## src/rtl/wb_arbiter_pkg.sv

```systemverilog
// Shared definitions for the writeback arbiter: default widths/limits and the
// arbitration FSM state encoding.
package wb_arbiter_pkg;

  localparam int unsigned REG_WIDTH_DEF    = 32;
  localparam int unsigned STARVE_LIMIT_DEF = 4;

  typedef enum logic {
    PIPE_PRI    = 1'b0,
    FORCE_DRAIN = 1'b1
  } arb_state_e;

endpackage

```

## src/rtl/wb_fifo.sv

```systemverilog
// Result buffer for the multi-cycle unit.
//   clk, reset  : clock, synchronous active-high reset (pointers/count cleared)
//   push        : write push_data at the tail on the rising edge
//   pop         : drop the head entry on the rising edge
//   pop_data    : current head entry
//   full, empty : derived from the registered count
//   count       : number of stored entries (0..DEPTH)
// DEPTH must be a power of two so the pointers wrap naturally.
module wb_fifo
  import wb_arbiter_pkg::*;
#(
  parameter int unsigned WIDTH = 37,
  parameter int unsigned DEPTH = 2
) (
  input  logic                       clk,
  input  logic                       reset,
  input  logic                       push,
  input  logic [WIDTH-1:0]           push_data,
  input  logic                       pop,
  output logic [WIDTH-1:0]           pop_data,
  output logic                       full,
  output logic                       empty,
  output logic [$clog2(DEPTH+1)-1:0] count
);

  localparam int unsigned PW = $clog2(DEPTH);
  localparam int unsigned CW = $clog2(DEPTH+1);

  logic [WIDTH-1:0] mem [DEPTH];
  logic [PW-1:0]    wr_ptr;
  logic [PW-1:0]    rd_ptr;

  assign full     = (count == CW'(DEPTH));
  assign empty    = (count == '0);
  assign pop_data = mem[rd_ptr];

  always_ff @(posedge clk) begin
    if (push) begin
      mem[wr_ptr] <= push_data;
    end
  end

  always_ff @(posedge clk) begin
    if (reset) begin
      wr_ptr <= '0;
      rd_ptr <= '0;
      count  <= '0;
    end else begin
      if (push) begin
        wr_ptr <= wr_ptr + 1'b1;
      end
      if (pop) begin
        rd_ptr <= rd_ptr + 1'b1;
      end
      case ({push, pop})
        2'b10:   count <= count + 1'b1;
        2'b01:   count <= count - 1'b1;
        default: count <= count;
      endcase
    end
  end

endmodule

```

## src/rtl/wb_arbiter.sv

```systemverilog
// Register-file write-port arbiter between the pipeline WB stage and the
// buffered multi-cycle unit results. The pipeline has priority; a starvation
// counter (or a full buffer) forces a one-cycle drain of the buffer head.
//   clk, reset                   : clock, synchronous active-high reset
//   wb_valid/wb_rd/wb_data       : pipeline writeback request
//   wb_stall                     : pipeline not granted this cycle
//   mdu_valid/mdu_rd/mdu_data    : multi-cycle result, accepted when mdu_ready
//   mdu_ready                    : buffer has room (registered count only)
//   mdu_pending                  : buffer non-empty
//   rf_we/rf_waddr/rf_wdata      : register-file write port (combinational)
module wb_arbiter
  import wb_arbiter_pkg::*;
#(
  parameter int unsigned REG_WIDTH    = REG_WIDTH_DEF,
  parameter int unsigned ADDR_WIDTH   = 5,
  parameter int unsigned FIFO_DEPTH   = 2,
  parameter int unsigned STARVE_LIMIT = STARVE_LIMIT_DEF
) (
  input  logic                  clk,
  input  logic                  reset,
  input  logic                  wb_valid,
  input  logic [ADDR_WIDTH-1:0] wb_rd,
  input  logic [REG_WIDTH-1:0]  wb_data,
  output logic                  wb_stall,
  input  logic                  mdu_valid,
  input  logic [ADDR_WIDTH-1:0] mdu_rd,
  input  logic [REG_WIDTH-1:0]  mdu_data,
  output logic                  mdu_ready,
  output logic                  mdu_pending,
  output logic                  rf_we,
  output logic [ADDR_WIDTH-1:0] rf_waddr,
  output logic [REG_WIDTH-1:0]  rf_wdata
);

  localparam int unsigned EW = ADDR_WIDTH + REG_WIDTH;
  localparam int unsigned CW = $clog2(FIFO_DEPTH+1);
  localparam int unsigned SW = $clog2(STARVE_LIMIT+1);

  arb_state_e            state, state_next;
  logic [SW-1:0]         starve, starve_next;
  logic                  fifo_full, fifo_empty;
  logic [CW-1:0]         fifo_count;
  logic [EW-1:0]         head;
  logic                  grant_pipe, grant_fifo;
  logic                  push;
  logic [ADDR_WIDTH-1:0] head_rd;
  logic [REG_WIDTH-1:0]  head_data;

  // Ready/pending are forced low while reset is held, not just after it.
  assign mdu_ready   = !reset && !fifo_full;
  assign mdu_pending = !reset && !fifo_empty;
  assign push        = mdu_valid && mdu_ready;
  assign head_rd     = head[EW-1:REG_WIDTH];
  assign head_data   = head[REG_WIDTH-1:0];

  wb_fifo #(
    .WIDTH (EW),
    .DEPTH (FIFO_DEPTH)
  ) u_fifo (
    .clk       (clk),
    .reset     (reset),
    .push      (push),
    .push_data ({mdu_rd, mdu_data}),
    .pop       (grant_fifo),
    .pop_data  (head),
    .full      (fifo_full),
    .empty     (fifo_empty),
    .count     (fifo_count)
  );

  always_ff @(posedge clk) begin
    if (reset) begin
      state  <= PIPE_PRI;
      starve <= '0;
    end else begin
      state  <= state_next;
      starve <= starve_next;
    end
  end

  always_comb begin
    grant_pipe  = 1'b0;
    grant_fifo  = 1'b0;
    wb_stall    = 1'b0;
    state_next  = state;
    starve_next = starve;
    rf_we       = 1'b0;
    rf_waddr    = '0;
    rf_wdata    = '0;

    if (!reset) begin
      unique case (state)
        PIPE_PRI: begin
          if (wb_valid) begin
            grant_pipe = 1'b1;
          end else if (!fifo_empty) begin
            grant_fifo = 1'b1;
          end
        end
        FORCE_DRAIN: begin
          grant_fifo = !fifo_empty;
          wb_stall   = wb_valid;
        end
        default: ;
      endcase

      if (grant_fifo || fifo_empty) begin
        starve_next = '0;
      end else if (grant_pipe && starve != SW'(STARVE_LIMIT)) begin
        starve_next = starve + 1'b1;
      end

      if (state == PIPE_PRI) begin
        // A full buffer would otherwise block the producer until the
        // starvation limit; drain it as soon as the pipeline takes the port.
        if (starve_next == SW'(STARVE_LIMIT) ||
            (fifo_count == CW'(FIFO_DEPTH) && grant_pipe)) begin
          state_next = FORCE_DRAIN;
        end
      end else begin
        state_next  = PIPE_PRI;
        starve_next = '0;
      end

      if (grant_pipe) begin
        rf_waddr = wb_rd;
        rf_wdata = wb_data;
        rf_we    = (wb_rd != '0);
      end else if (grant_fifo) begin
        rf_waddr = head_rd;
        rf_wdata = head_data;
        rf_we    = (head_rd != '0);
      end
    end
  end

endmodule

```

## config.mk

```make
export PLATFORM = sky130hd
export DESIGN_NAME = wb_arbiter
export DESIGN_NICKNAME = d
export VERILOG_FILES = /design/src/rtl/wb_arbiter_pkg.sv /design/src/rtl/wb_fifo.sv /design/src/rtl/wb_arbiter.sv
export SDC_FILE = /design/constraint.sdc
export NUM_CORES = 1
export LEC_CHECK = 0
export CAP_MARGIN = 10
export CORE_UTILIZATION = 49
export DETAILED_ROUTE_END_ITERATION = 10
export PLACE_DENSITY = 0.85
export SYNTH_ARGS = -nofsm -noshare
export SYNTH_HDL_FRONTEND = slang
export SYNTH_SLANG_ARGS = --single-unit
```

## constraint.sdc

```tcl
create_clock -name clk -period 7.42 [get_ports clk]
set_input_delay 0.742 -clock clk [delete_from_list [all_inputs] [get_ports clk]]
set_output_delay 0.742 -clock clk [all_outputs]
set_load 0.03 [all_outputs]
```

==> impl_results.md, run 1 <==
- Post-Synth Adder-Cell Area: 1.06%
- Core ar.: ~0.0069 mm^2
- Post-Synthesis Cells: 262
- Sequential power share: between 40% and 50%
- Logic pwr share: around 18%
- Post-CTS Hold Buffers: 0
- Crit path DAT: 3.16 ns
- Initial core utilization: 51.5%
- Crit path required time: 6.68 ns
- Reg clk slew, reported paths: about 0.08 ns
- DRT Pass-1 Iters: 4
- Final Hold Viols: 0
- Critical path class: input pin to output pin
- Initial DRC Count: around 160
- Largest net degree at the start of global routing: 42
- Outcome: finished clean
- Simple-Gate Fraction of Synth Area: 8.83%
- Antenna diode count: 0
- Initial antenna violation count: 0
- Crit path capture type: output pin
- Die X: roughly 87 um
- Area Overhead vs Synth: 42.5%
- Number of remaining DRC errors: 0
- Clk pwr share: about a third
- Final Skew: between 0.015 and 0.02 ns
- Complex-gate fraction of the synthesized area: 8.58%
- Syn_nets: between 300 and 400
- Fill cells: 495
- Avg Synthesized Cell Area: about 14 um^2
- Switching share of power: approximately a quarter
- I/O Buffers: approximately 120
- Peak supply drop: 126 uV
- Max Freq: around 0.26 GHz
- Post-synthesis register bit count: 83
- Later-pin clock latency in the skew report: 0.35 ns
- Final Max Tran Viols: 0
- Setup TNS: 0 ns
- Postcts setup bufs: 0
- Top post-synthesis cells by area: edfxtp_1 (62%), mux2i_1 (11%), dfxtp_1 (5.1%), o21ai_0 (4.8%), nand2_1 (4.2%)
- Slew headroom: roughly two fifths
- First-pass GRT wire length: between 10000 and 15000 um
- Hold Crit Class: register to register
- Vias in the first global route: 2380
- Via count: 2434
- Nets: approximately 460
- Proportion of netlist area held by the largest area contributor: between 60% and 70%
- Post-DR vias/cell: between 5 and 6
- CP top delay family: buffers and inverters
- Worst slew pin tran: 0.880 ns
- Maximum clock path buffer count: 2
- CTS Buf Count: 9
- Sequential element share of the synthesized area: just under 70%
- Post-layout min period: a little under 4 ns
- Synth Cell Area: roughly 0.0036 mm^2
- Worst slack at placement: roughly 3.5 ns
- CP peak stage delay: 0.74 ns
- CTS H-tree lvls: 3
- FP Rows: 30
- Pint: between 0.8 and 0.9 mW
- Max FO, Critical Path: 39
- Die Ht: 87.2 um
- Die Area: 0.00760 mm^2
- Share of post-route cells with drive strength above 1: roughly a tenth
- Yosys warns: 0
- Slowest CP cell: clkdlybuf4s50_1
- Total Wirelength: around 7300 um
- Main combinational cell family by area after synthesis: multiplexers
- Post-Synth XOR/XNOR Area: less than 1%
- GP Congestion: 0.718
- Mux contribution to synthesized area: a little over a tenth
- Num ports: between 100 and 150
- Post-route setup slack: around 3.5 ns
- GR Overflow Total: 0
- Worst-path cell chain: clkdlybuf4s50_1, or3_4, o21ai_0, clkdlybuf4s50_1
- Antenna-violating nets left: 0
- Most Frequent Cell on Critical Path: clkdlybuf4s50_1
- Area leader, netlist: edfxtp_1
- Tot GR Track Use: 19.8%
- Net Sw Power: ~0.27 mW
- CTS tree: yes
- Clock root cell: clkbuf_8
- Distinct cell type count after synthesis: 36
- Final period util: between 50% and 60%
- # setup viols final: 0
- Crit path launch type: input pin
- RSZ-0062 raised after global routing: false
- Dpl hpwl: 4980 um
- Leak: between 1.5 and 2 nW
- Clock net sink count: 83
- MaxCap Viol Count: 0
- P per Cell Area: about 220 mW/mm^2
- CTS resizes: 0
- Average wire per cell in the routed design: 15.2 um
- CP bufs+invs: 2
metal layers:
| metal | track usage [%] | vias up | wire (um) |
|---|---|---|---|
| met5 | 0 | - | 0 |
| met2 | 34.4 | 92 | 3680 |
| met3 | 5.21 | 12 | 443 |
| met4 | 9.84 | 0 | 165 |
| li1 | - | 1204 | - |
| met1 | 22.6 | 1126 | 3020 |
placed cells by master (no fill, tap or decap), drive strengths merged, types with 2 or more instances in the layout:
| cell type | count |
|---|---|
| buf | 4 |
| edfxtp | 74 |
| clkinv | 4 |
| bufinv | 3 |
| ha | 3 |
| a21oi | 3 |
| dfxtp | 9 |
| nor2 | 9 |
| o21ai | 43 |
| mux2i | 38 |
| or4 | 2 |
| inv | 4 |
| nand2 | 40 |
| nor3b | 2 |
| xnor2 | 2 |
| clkdlybuf4s50 | 118 |
| nor3 | 2 |
| or3 | 3 |
| clkbuf | 9 |
cells in the mapped netlist:
cell	number
and2_1	1
nand3b_1	1
a211oi_1	1
inv_1	4
or3_1	2
and2b_1	1
nand2_1	40
nor2b_1	1
xnor2_1	2
o21ai_2	9
xor2_1	1
o21ba_2	1
nor3_1	2
ha_1	3
o31a_1	1
nor4b_1	1
edfxtp_1	74
nor4_1	1
buf_6	1
or4b_2	1
mux2i_1	38
nor2_1	8
a21oi_1	3
nor3b_2	1
o21ai_0	34
or4_1	2
o211ai_1	1
o31ai_1	1
clkbuf_1	8
buf_8	1
buf_2	4
and3_1	1
or3_4	1
nor2_2	1
dfxtp_1	9
nor3b_1	1
registers in the layout (all words and copies together), names as in the netlist, named ones only:
register,count
starve,3
state,1
u_fifo.count,2
u_fifo.mem,74
u_fifo.rd_ptr,1
u_fifo.wr_ptr,1
worst register-to-register path, stage by stage (launching register included):
cell,delay [ns]
dfxtp_1,0.46
nor2_2,0.08
or3_4,0.58
inv_1,0.13
ha_1,0.27
or3_1,0.36
a21oi_1,0.15
metrics by stage:
step	cell area [um^2]	hold WS (ns)	std cells	utilization (%)	total power [mW]
6_report	5070	0.522	482	73.4	1.12
5_1_grt	5070	0.534	482	73.4	1.16
4_1_cts	5070	0.520	482	73.4	1.13
3_5_place_dp	4830	0.512	466	69.9	0.748
3_3_place_gp	4830	0.496	466	69.9	0.742
2_1_floorplan	3560	0.480	262	-	0.656
final cells by class:
class | count | area [um^2] | area share (%)
flip-flops and latches | 83 | 2400 | 47.4
repair buffers | 122 | 1210 | 23.9
multi-input cells | 161 | 1080 | 21.3
clock buffers | 9 | 124 | 2.44
well taps | 96 | 120 | 2.37
clock inverters | 7 | 116 | 2.30
inverters | 4 | 15.0 | 0.296
logic make-up (layout without fill, tap and decap cells):
| group | count (synthesis) | in the layout |
|---|---|---|
| flops | 83 | 83 |
| simple gates | 66 | 66 |
| compound gates | 51 | 51 |
| mux | 38 | 38 |
| buf+inv | 18 | 142 |
| fa+ha+maj | 3 | 3 |
| xor+xnor | 3 | 3 |
power groups by stage:
stage	registers [mW]	logic, mW	clock network [mW]
detailed placement	0.549	0.199	0
finish	0.538	0.198	0.380
CTS	0.538	0.200	0.388
global route	0.540	0.212	0.407
floorplan	0.548	0.108	0
global placement	0.548	0.195	0
worst paths after layout:
kind / start / to / slack [ns] / cells after the start
worst max register to register: u_fifo.count[0] / u_fifo.count[1] / 5.32 / 6
worst min-delay path: u_fifo.rd_ptr / register / 0.52 / 2
worst min register to register: u_fifo.rd_ptr / register / 0.52 / 2
worst max-delay path: reset / rf_waddr[4] / 3.52 / 4
No activity file was read; power rests on OpenSTA's default activity.
==> run 2, diff against run 1 <==
--- a/config.mk
+++ b/config.mk
@@ -6,9 +6,9 @@
 export NUM_CORES = 1
 export LEC_CHECK = 0
 export CAP_MARGIN = 10
-export CORE_UTILIZATION = 49
+export CORE_UTILIZATION = 41
 export DETAILED_ROUTE_END_ITERATION = 10
-export PLACE_DENSITY = 0.85
+export PLACE_DENSITY = 0.76
 export SYNTH_ARGS = -nofsm -noshare
 export SYNTH_HDL_FRONTEND = slang
 export SYNTH_SLANG_ARGS = --single-unit
==> constraint.sdc (replaced) <==
create_clock -name clk -period 3.35 [get_ports clk]
set_input_delay 0.335 -clock clk [delete_from_list [all_inputs] [get_ports clk]]
set_output_delay 0.335 -clock clk [all_outputs]
set_load 0.03 [all_outputs]
==> run 2 against run 1 <==
  * Sequential cell count did not move
  * Via count rose by 0.74%
  * Highest routed layer unchanged
  * Combinational power rose by 120%
==> impl_results.md, run 2 (synthesis results as in run 1) <==
- Critical path class: input pin to output pin
- Clock root cell: clkbuf_8
- Switching share of power: 26.5% (+2.6 points)
- Die Ht: 95.1 um (+9.1%)
- Reg2reg path depth: 4 (-2)
- Nets: 465 (+0.65%)
- Via count: 2452 (+0.74%)
- Sequential power share: 52.6% (+4.4 points)
- Most common cell after layout, fill and taps aside: clkdlybuf4s50_1
- Post-DR vias/cell: 4.96 (-1.7%)
- R2r endpoint: u_fifo.mem[1][35]
- Hold Path End: u_fifo.rd_ptr
- R2R Path Start: u_fifo.count[0]
- Initial core utilization: 42.9% (-8.6 points)
- Hold path start: u_fifo.rd_ptr
- Postcts setup bufs: 0 (unchanged)
- Net Sw Power: 0.600 mW (+120%)
- Final Max Tran Viols: 0 (unchanged)
- CTS tree: yes
- Max Freq: 0.345 GHz
- Non-Filler Instances: 494 (+2.5%)
- Clock net sink count: 83 (unchanged)
- Antenna-violating nets left: 0 (unchanged)
- First-pass GRT wire length: 11000 um (-0.75%)
- Crit path launch type: input pin
- Max FO, Critical Path: 39 (unchanged)
- Final Hold Viols: 0 (unchanged)
- Later-pin clock latency in the skew report: 0.34 ns (about the same)
- Crit path DAT: 2.56 ns (-0.60 ns)
- Leak: 1.66 nW (-0.98%)
- Most frequent cells in the layout: clkdlybuf4s50_1 (118), edfxtp_1 (74), nand2_1 (40)
- Max reg flops: 74 (unchanged)
- I/O Buffers: 118 (unchanged)
- Average wire per cell in the routed design: 14.4 um (-5.0%)
- GR Overflow Total: 0 (unchanged)
- Core ar.: 0.00830 mm^2 (+20%)
- Placed Instances: 478 (+2.6%)
- Crit path capture type: output pin
- Num ports: 119 (unchanged)
- Hold Crit Class: register to register
- Die Area: 0.00905 mm^2 (+19%)
- FP Rows: 33 (+10%)
- Setup TNS: 0 ns (unchanged)
- Worst slew pin tran: 0.646 ns (-0.234 ns)
- Crit path required time: 3.01 ns (-3.67 ns)
- Die X: 95.1 um (+9.1%)
- P per Cell Area: 449 mW/mm^2 (+100%)
- Antenna diode count: 0 (unchanged)
- Hold path cells: 2 (unchanged)
- RSZ-0062 raised after global routing: false
- Reg clk slew, reported paths: 0.09 ns (about the same)
- Final Skew: 0.0142 ns (-0.00238 ns)
- Largest net degree at the start of global routing: 40 (-4.8%)
- Total Wirelength: 7120 um (-2.6%)
- MaxCap Viol Count: 0 (unchanged)
- Biggest registers after layout: u_fifo.mem x74, starve x3, u_fifo.count x2
- GP Congestion: 0.673 (-6.3%)
- R2r setup slk: 1.23 ns (-4.09 ns)
- Share of post-route cells with drive strength above 1: 10.0% (+0.70 points)
- Post-CTS Hold Buffers: 0 (unchanged)
- Worst slack at placement: 0.428 ns (-3.08 ns)
- Tot GR Track Use: 16.4% (-3.4 points)
- Outcome: finished clean
- Fill cells: 683 (+38%)
- Final period util: between 80% and 90%
- # setup viols final: 0 (unchanged)
- Largest Register: u_fifo.mem
- Pint: 1.66 mW (+96%)
- Peak supply drop: 275 uV (+120%)
- CTS H-tree lvls: 3 (unchanged)
- Post-route setup slack: 0.454 ns (-3.06 ns)
- Area Overhead vs Synth: 41.8%
- Number of remaining DRC errors: 0 (unchanged)
- Initial antenna violation count: 0 (unchanged)
- Clk pwr share: 27.9% (-6.2 points)
- Logic pwr share: 19.5% (+1.8 points)
- Dpl hpwl: 4990 um (about the same)
- Vias in the first global route: 2377 (-0.13%)
- Post-layout min period: 2.90 ns
- CTS resizes: 0 (unchanged)
- Maximum clock path buffer count: 2 (unchanged)
- CTS Buf Count: 9 (unchanged)
- Initial DRC Count: 81 (-50%)
- DRT Pass-1 Iters: 4 (unchanged)
- Slew headroom: 57.0% (+16 points)
==> run 2: changes by cell type in the layout (fill, tap and decap cells not counted), sizes merged <==
cell      delta
bufinv       -3
clkinvlp     +1
buf          +3
inv          +2
==> run 2: critical path: stages <==
cell and delay, ns:
clkdlybuf4s50_1 0.44, nor2b_1 0.16, or3_4 0.54, o21ai_0 0.33, clkdlybuf4s50_1 0.74
==> run 2: power groups by stage <==
stage | combinational (mW) | sequential, mW | clock, mW
2_1_floorplan | 0.241 | 1.21 | 0
3_3_place_gp | 0.438 | 1.21 | 0
3_5_place_dp | 0.445 | 1.22 | 0
4_1_cts | 0.447 | 1.19 | 0.648
5_1_grt | 0.475 | 1.20 | 0.690
6_report | 0.441 | 1.19 | 0.631
==> run 2: metal layers <==
metal,wire length (um),vias up,track usage (%)
li1,-,1213,-
met1,2870,1135,19.0
met2,3580,95,28.7
met3,588,9,4.55
met4,80,0,6.06
met5,0,-,0
==> run 2: worst max path at each step <==
| stage | from | cells past startpoint | slack (ns) | endpoint |
|---|---|---|---|---|
| 6_report | wb_valid | 5 | 0.45 | rf_waddr[4] |
| 5_1_grt | u_fifo.count[0] | 4 | 0.26 | rf_waddr[4] |
| 4_1_cts | u_fifo.count[0] | 4 | 0.39 | rf_waddr[4] |
| 3_5_place_dp | wb_valid | 5 | 0.43 | rf_waddr[4] |
| 3_3_place_gp | wb_valid | 5 | 0.39 | rf_waddr[4] |
| 2_1_floorplan | u_fifo.count[0] | 2 | 0.17 | u_fifo.mem[0][0] |
==> run 2: cell type report <==
cell class / count / area, um^2 / area share, %
multi-input cells: 161 / 1090 / 21.5
flip-flops and latches: 83 / 2400 / 47.6
well taps: 105 / 131 / 2.60
clock buffers: 9 / 124 / 2.46
inverters: 4 / 15.0 / 0.298
repair buffers: 125 / 1230 / 24.5
clock inverters: 7 / 51.3 / 1.02
==> run 2: per-stage QoR <==
stage	cell area [um^2]	hold WS (ns)	total power [mW]	util, %
after floorplan	3560	0.434	1.45	-
after global placement	4870	0.493	1.65	58.7
after detailed placement	4870	0.512	1.66	58.7
after CTS	5040	0.527	2.29	60.8
after global routing	5040	0.541	2.36	60.8
final	5040	0.525	2.26	60.8
==> variant 1 (config.mk and constraints of run 2) <==
The package constant `REG_WIDTH_DEF` goes from 32 to 16.
--- a/src/rtl/wb_arbiter_pkg.sv
+++ b/src/rtl/wb_arbiter_pkg.sv
@@ -2,7 +2,7 @@
 // arbitration FSM state encoding.
 package wb_arbiter_pkg;
 
-  localparam int unsigned REG_WIDTH_DEF    = 32;
+  localparam int unsigned REG_WIDTH_DEF    = 16;
   localparam int unsigned STARVE_LIMIT_DEF = 4;
 
   typedef enum logic {
Ports: changed (resized mdu_data, rf_wdata and wb_data); port bits go from 119 to 71. No check against the original RTL was run, so the function may have changed too.
==> variant 1 against run 2 <==
Final area decreased by 37%. Total power shrank 37%. Sequential cell count shrank 32. Routed wire length fell by 42%. Largest power group unchanged. Global-route usage fell by 1.4 points. Via count fell by 37%. Area after synthesis down 35%. Setup slack improved by 72 ps.
==> variant 1: results (changes against run 2) <==
Worst hold-check path type = flip-flop to flip-flop (unchanged)
TritonCTS Buffers = 5 (was 9)
Arrival time worst endpoint = 2490 ps (was 2560 ps)
Async S/R FF share, synth = 0 (unchanged)
Syn nets = 227 (was 343)
Largest net degree at the start of global routing = 26 (was 40)
Synth cell types = 33 (was 36)
CTS Root Cell = clkbuf_8 (unchanged)
Share of cells above drive strength 1 = 0.1468 (was 0.1003)
Final Skew = 4.283 ps (was 14.23 ps)
# placed instances = 314 (was 478)
Gr usage total = 0.1493 (was 0.1638)
Cells after Synth = 178 (was 262)
Post-synth EDFFs = 42 (was 74)
Slowest CP cell = clkdlybuf4s50_1 (unchanged)
Clk slew on worst S/H paths = 80 ps
Pre-CTS setup slack = 494.3 ps (was 427.7 ps)
Post-synth top flop = edfxtp_1 (unchanged)
Register area share after synthesis = 0.6254 (was 0.6753)
N_diodes = 0 (unchanged)
Clock Path Buffers = 2 (unchanged)
Outcome = complete, no violations (unchanged)
Number of buffers added for setup after CTS = 0 (unchanged)
Post-synth top cells = edfxtp_1 (42), nand2_1 (23), mux2i_1 (22) (was edfxtp_1 (74), nand2_1 (40), mux2i_1 (38))
Post-DR wirelength/cell = 12.80 um (was 14.41 um)
Ys Warns = 0 (unchanged)
Family with the most delay on the worst path = buffers and inverters (unchanged)
Iter 0 DRT Violations = 35 (was 81)
Drt first pass iters = 3 (was 4)
Worst-Skew Late Latency = 290 ps (was 340 ps)
# nets final = 300 (was 465)
RD Place Congestion = 0.7351 (was 0.6726)
Top post-synthesis cells by area = edfxtp_1 (55%), mux2i_1 (9.6%), dfxtp_1 (7.8%) (was edfxtp_1 (62%), mux2i_1 (11%), dfxtp_1 (5.1%))
Vias per inst = 4.832 (was 4.964)
VDD IR max = 0.0002821 V (was 0.0002748 V)
Post-cts sizing count = 0 (unchanged)
Hpwl dp = 2.994 mm (was 4.986 mm)
I/O Buffers = 70 (was 118)
First-pass GRT wire length = 6.934 mm (was 10.96 mm)
Pleak = 1.086 nW (was 1.657 nW)
TNS Setup = 0 ps (unchanged)
Initial antenna violation count = 0 (unchanged)
Vias in the first global route = 1,543 (was 2,377)
Fillers = 459 (was 683)
Crit-path max cell delay = 700 ps (was 740 ps)
Worst rel slew slack = 0.7293 (was 0.5695)
Critical path peak fanout = 23 (was 39)
CTS HTree Levels = 2 (was 3)
Cell Count, Final, Fillers Out = 322 (was 494)
Largest regs = u_fifo.mem: 42 flops, starve: 3 flops, u_fifo.count: 2 flops (was u_fifo.mem: 74 flops, starve: 3 flops, u_fifo.count: 2 flops)
==> variant 1: routing by layer <==
metal  GRT usage  up-vias  wire [um]
met4     0.03962        0         43
met5           0        -          0
met2      0.2688       40       2072
met3     0.04048        5        237
met1      0.1741      718       1769
li1            -      793          -
==> variant 1: report_power, final <==
| group | internal (mW) | switching (mW) | total (mW) | leakage (nW) |
|---|---|---|---|---|
| combinational | 0.142 | 0.151 | 0.293 | 0.572 |
| sequential | 0.719 | 0.0147 | 0.733 | 0.459 |
| clock | 0.219 | 0.178 | 0.396 | 0.0556 |
| total | 1.08 | 0.343 | 1.42 | 1.09 |
==> variant 1: cell type report <==
class                      instances  share of cell area
clock buffer                       5             0.02162
clock inverter                     3             0.01219
inverter                           4            0.004717
multi-input combinational        114              0.2492
sequential                        51              0.4528
tap                               70             0.02752
timing repair buffer              75              0.2319
==> variant 1: worst paths after layout <==
check                        from  slack, ps               to  cells after the start
setup / recovery            reset        530      rf_waddr[1]                      4
hold / removal          starve[1]        520        starve[1]                      2
setup reg to reg  u_fifo.count[0]       1340  u_fifo.count[1]                      6
hold reg to reg         starve[1]        520        starve[1]                      2
==> variant 1: logic make-up after synthesis <==
logic type | after synthesis | share of synthesized area
xor gates and xnor gates | 4 | 0.01520
buffers and inverters | 13 | 0.03148
adders and majority gates | 3 | 0.01629
DFF | 51 | 0.6254
AOI/OAI and AO/OA | 33 | 0.1037
and+or+nand+nor | 52 | 0.1124
muxes | 22 | 0.09555
==> variant 1: through the flow <==
| stage | util | instance area (um2) | hold WS (ps) |
|---|---|---|---|
| floorplan | - | 2305 | 433.9 |
| global placement | 0.5836 | 3075 | 493.0 |
| detailed placement | 0.5836 | 3075 | 507.4 |
| CTS | 0.6040 | 3183 | 520.0 |
| global route | 0.6040 | 3183 | 554.3 |
| finish | 0.6040 | 3183 | 515.2 |
==> variant 1: worst register-to-register path, delay by kind of cell, from the launching register on <==
family                   cells  cell delay [ps]
adder cells (fa/ha/maj)      1              260
AND/OR/NAND/NOR              3              950
AO/OA/AOI/OAI                1              130
flip-flops                   1              480
buffers and inverters        1              110
==> variant 2 (config.mk and constraints of run 2) <==
Made on the original files. Make the reset (`reset`) asynchronous in 2 clocked blocks. Comments in the files are not updated.
--- a/src/rtl/wb_fifo.sv
+++ b/src/rtl/wb_fifo.sv
@@ -40,7 +40,7 @@
     end
   end
 
-  always_ff @(posedge clk) begin
+  always_ff @(posedge clk or posedge reset) begin
     if (reset) begin
       wr_ptr <= '0;
       rd_ptr <= '0;
--- a/src/rtl/wb_arbiter.sv
+++ b/src/rtl/wb_arbiter.sv
@@ -68,7 +68,7 @@
     .count     (fifo_count)
   );
 
-  always_ff @(posedge clk) begin
+  always_ff @(posedge clk or posedge reset) begin
     if (reset) begin
       state  <= PIPE_PRI;
       starve <= '0;
Behaviour: no difference found for any inputs over 10 cycles, from zero or initial values and one cycle with reset high; that may be too few to reach the edited logic, so the function may still have changed.
==> variant 2 against run 2 <==
Setup slack got worse by 70 ps. Final area increased by 0.32%. Via count increased by 0.16%. Area after synthesis about the same. Routed wire length decreased by 0.15%. First-iteration DRC count increased by 42%. Sequential cell count decreased by 1. Largest cell class unchanged. Highest routed layer unchanged.
Power is not compared: it rests on default switching activity, and its combinational part moved more than twofold at a synthesized area within 25%.
==> variant 2: results (changes against run 2) <==
Outcome = complete, no violations (unchanged)
Post-synth EDFFs = 74 (unchanged)
Clk slew on worst S/H paths = 80 ps
Critical path peak fanout = 39 (unchanged)
Final Skew = 7.121 ps (was 14.23 ps)
Register area share after synthesis = 0.6812 (was 0.6753)
Clock Path Buffers = 2 (unchanged)
CTS HTree Levels = 3 (unchanged)
Iter 0 DRT Violations = 115 (was 81)
Syn nets = 339 (was 343)
Worst-Skew Late Latency = 340 ps (about the same)
RD Place Congestion = 0.7415 (was 0.6726)
Number of buffers added for setup after CTS = 0 (unchanged)
Pleak = 1.812 nW
Hold-fix buffers, CTS = 0 (unchanged)
Worst hold-check path type = primary input to asynchronous set/reset pin (was flip-flop to flip-flop)
R2R depth = 6 (was 4)
Reg2reg start = state (was u_fifo.count[0])
Post-cts sizing count = 0 (unchanged)
Largest net degree at the start of global routing = 40 (unchanged)
N_diodes = 0 (unchanged)
VDD IR max = 0.0003670 V
Drt first pass iters = 4 (unchanged)
Worst rel slew slack = 0.5654 (was 0.5695)
Synth cell types = 35 (was 36)
Initial antenna violation count = 0 (unchanged)
DP Area = 4845 um2 (was 4870 um2)
Reg2reg end = u_fifo.count[1] (was u_fifo.mem[1][35])
Ys Warns = 0 (unchanged)
Top post-synthesis cells by area = edfxtp_1 (62%), mux2i_1 (11%), dfrtp_1 (5.6%) (was edfxtp_1 (62%), mux2i_1 (11%), dfxtp_1 (5.1%))
R2R setup slack = 1310 ps (was 1230 ps)
First-pass GRT wire length = 11.03 mm (was 10.96 mm)
Gr usage total = 0.1629 (was 0.1638)
Share of cells above drive strength 1 = 0.06789 (was 0.1003)
Async S/R FF share, synth = 0.09756 (was 0)
WL final = 7.107 mm (was 7.118 mm)
Post-synth top cells = edfxtp_1 (74), nand2_1 (40), mux2i_1 (38) (unchanged)
I/O Buffers = 118 (unchanged)
TritonCTS Buffers = 9 (unchanged)
Fillers = 662 (was 683)
Vias in the first global route = 2,420 (was 2,377)
Arrival time worst endpoint = 2630 ps (was 2560 ps)
Hpwl dp = 4.844 mm (was 4.986 mm)
Largest regs = u_fifo.mem: 74 flops, starve: 3 flops, u_fifo.count: 2 flops (unchanged)
CTS Root Cell = clkbuf_8 (unchanged)
# nets final = 459 (was 465)
Via Count = 2,456 (was 2,452)
-- variant 2: metrics by stage --
step	utilization	cells	hold WS (ps)	worst slack (ps)
floorplan	-	258	193.4	521.4
global placement	0.5837	472	516.5	452.9
detailed placement	0.5837	472	530.6	373.8
CTS	0.6098	488	526.7	369.7
global route	0.6098	488	550.1	158.5
finish	0.6098	488	535.6	383.6
-- variant 2: metal layers --
layer	track usage	wire [um]
met5	0	0
met3	0.04944	429
met2	0.2911	3607
met1	0.1893	3021
met4	0.04167	48
-- variant 2: cell type report --
type / instances / area [um2] / share of cell area
clock buffers: 9 / 123.9 / 0.02447
clock inverters: 7 / 92.59 / 0.01829
inverters: 4 / 15.01 / 0.002967
multi-input cells: 159 / 1051 / 0.2077
flip-flops and latches: 82 / 2424 / 0.4789
well taps: 105 / 131.4 / 0.02596
repair buffers: 122 / 1224 / 0.2418
-- variant 2: worst max-delay path, stage by stage --
cell and delay (ps):
clkdlybuf4s50_1 550, o21ba_4 310, nand2_2 380, o21ai_0 340, clkdlybuf4s50_1 710
-- variant 2: how the worst max path moves through the flow --
stage                     cells after the start  slack (ps)  startpoint               end
after floorplan                               3         520       reset  u_fifo.mem[0][0]
after global routing                          5         160       reset       rf_wdata[4]
final                                         5         380       reset      rf_wdata[15]
after global placement                        5         450       reset      rf_wdata[16]
after CTS                                     5         370       reset      rf_wdata[15]
after detailed placement                      5         370       reset      rf_wdata[15]
-- variant 2: cell families after synthesis --
group,synth area share
AOI/OAI and AO/OA,0.08198
adders and majority gates,0.01056
buffers and inverters,0.02744
muxes,0.1070
DFF,0.6812
and+or+nand+nor,0.07952
xor gates and xnor gates,0.01231
-- variant 2: where the power goes --
group | switching (mW) | total (mW) | internal (mW)
clock | 0.347 | 0.765 | 0.418
sequential | 0.0741 | 1.36 | 1.28
combinational | 0.688 | 1.23 | 0.546
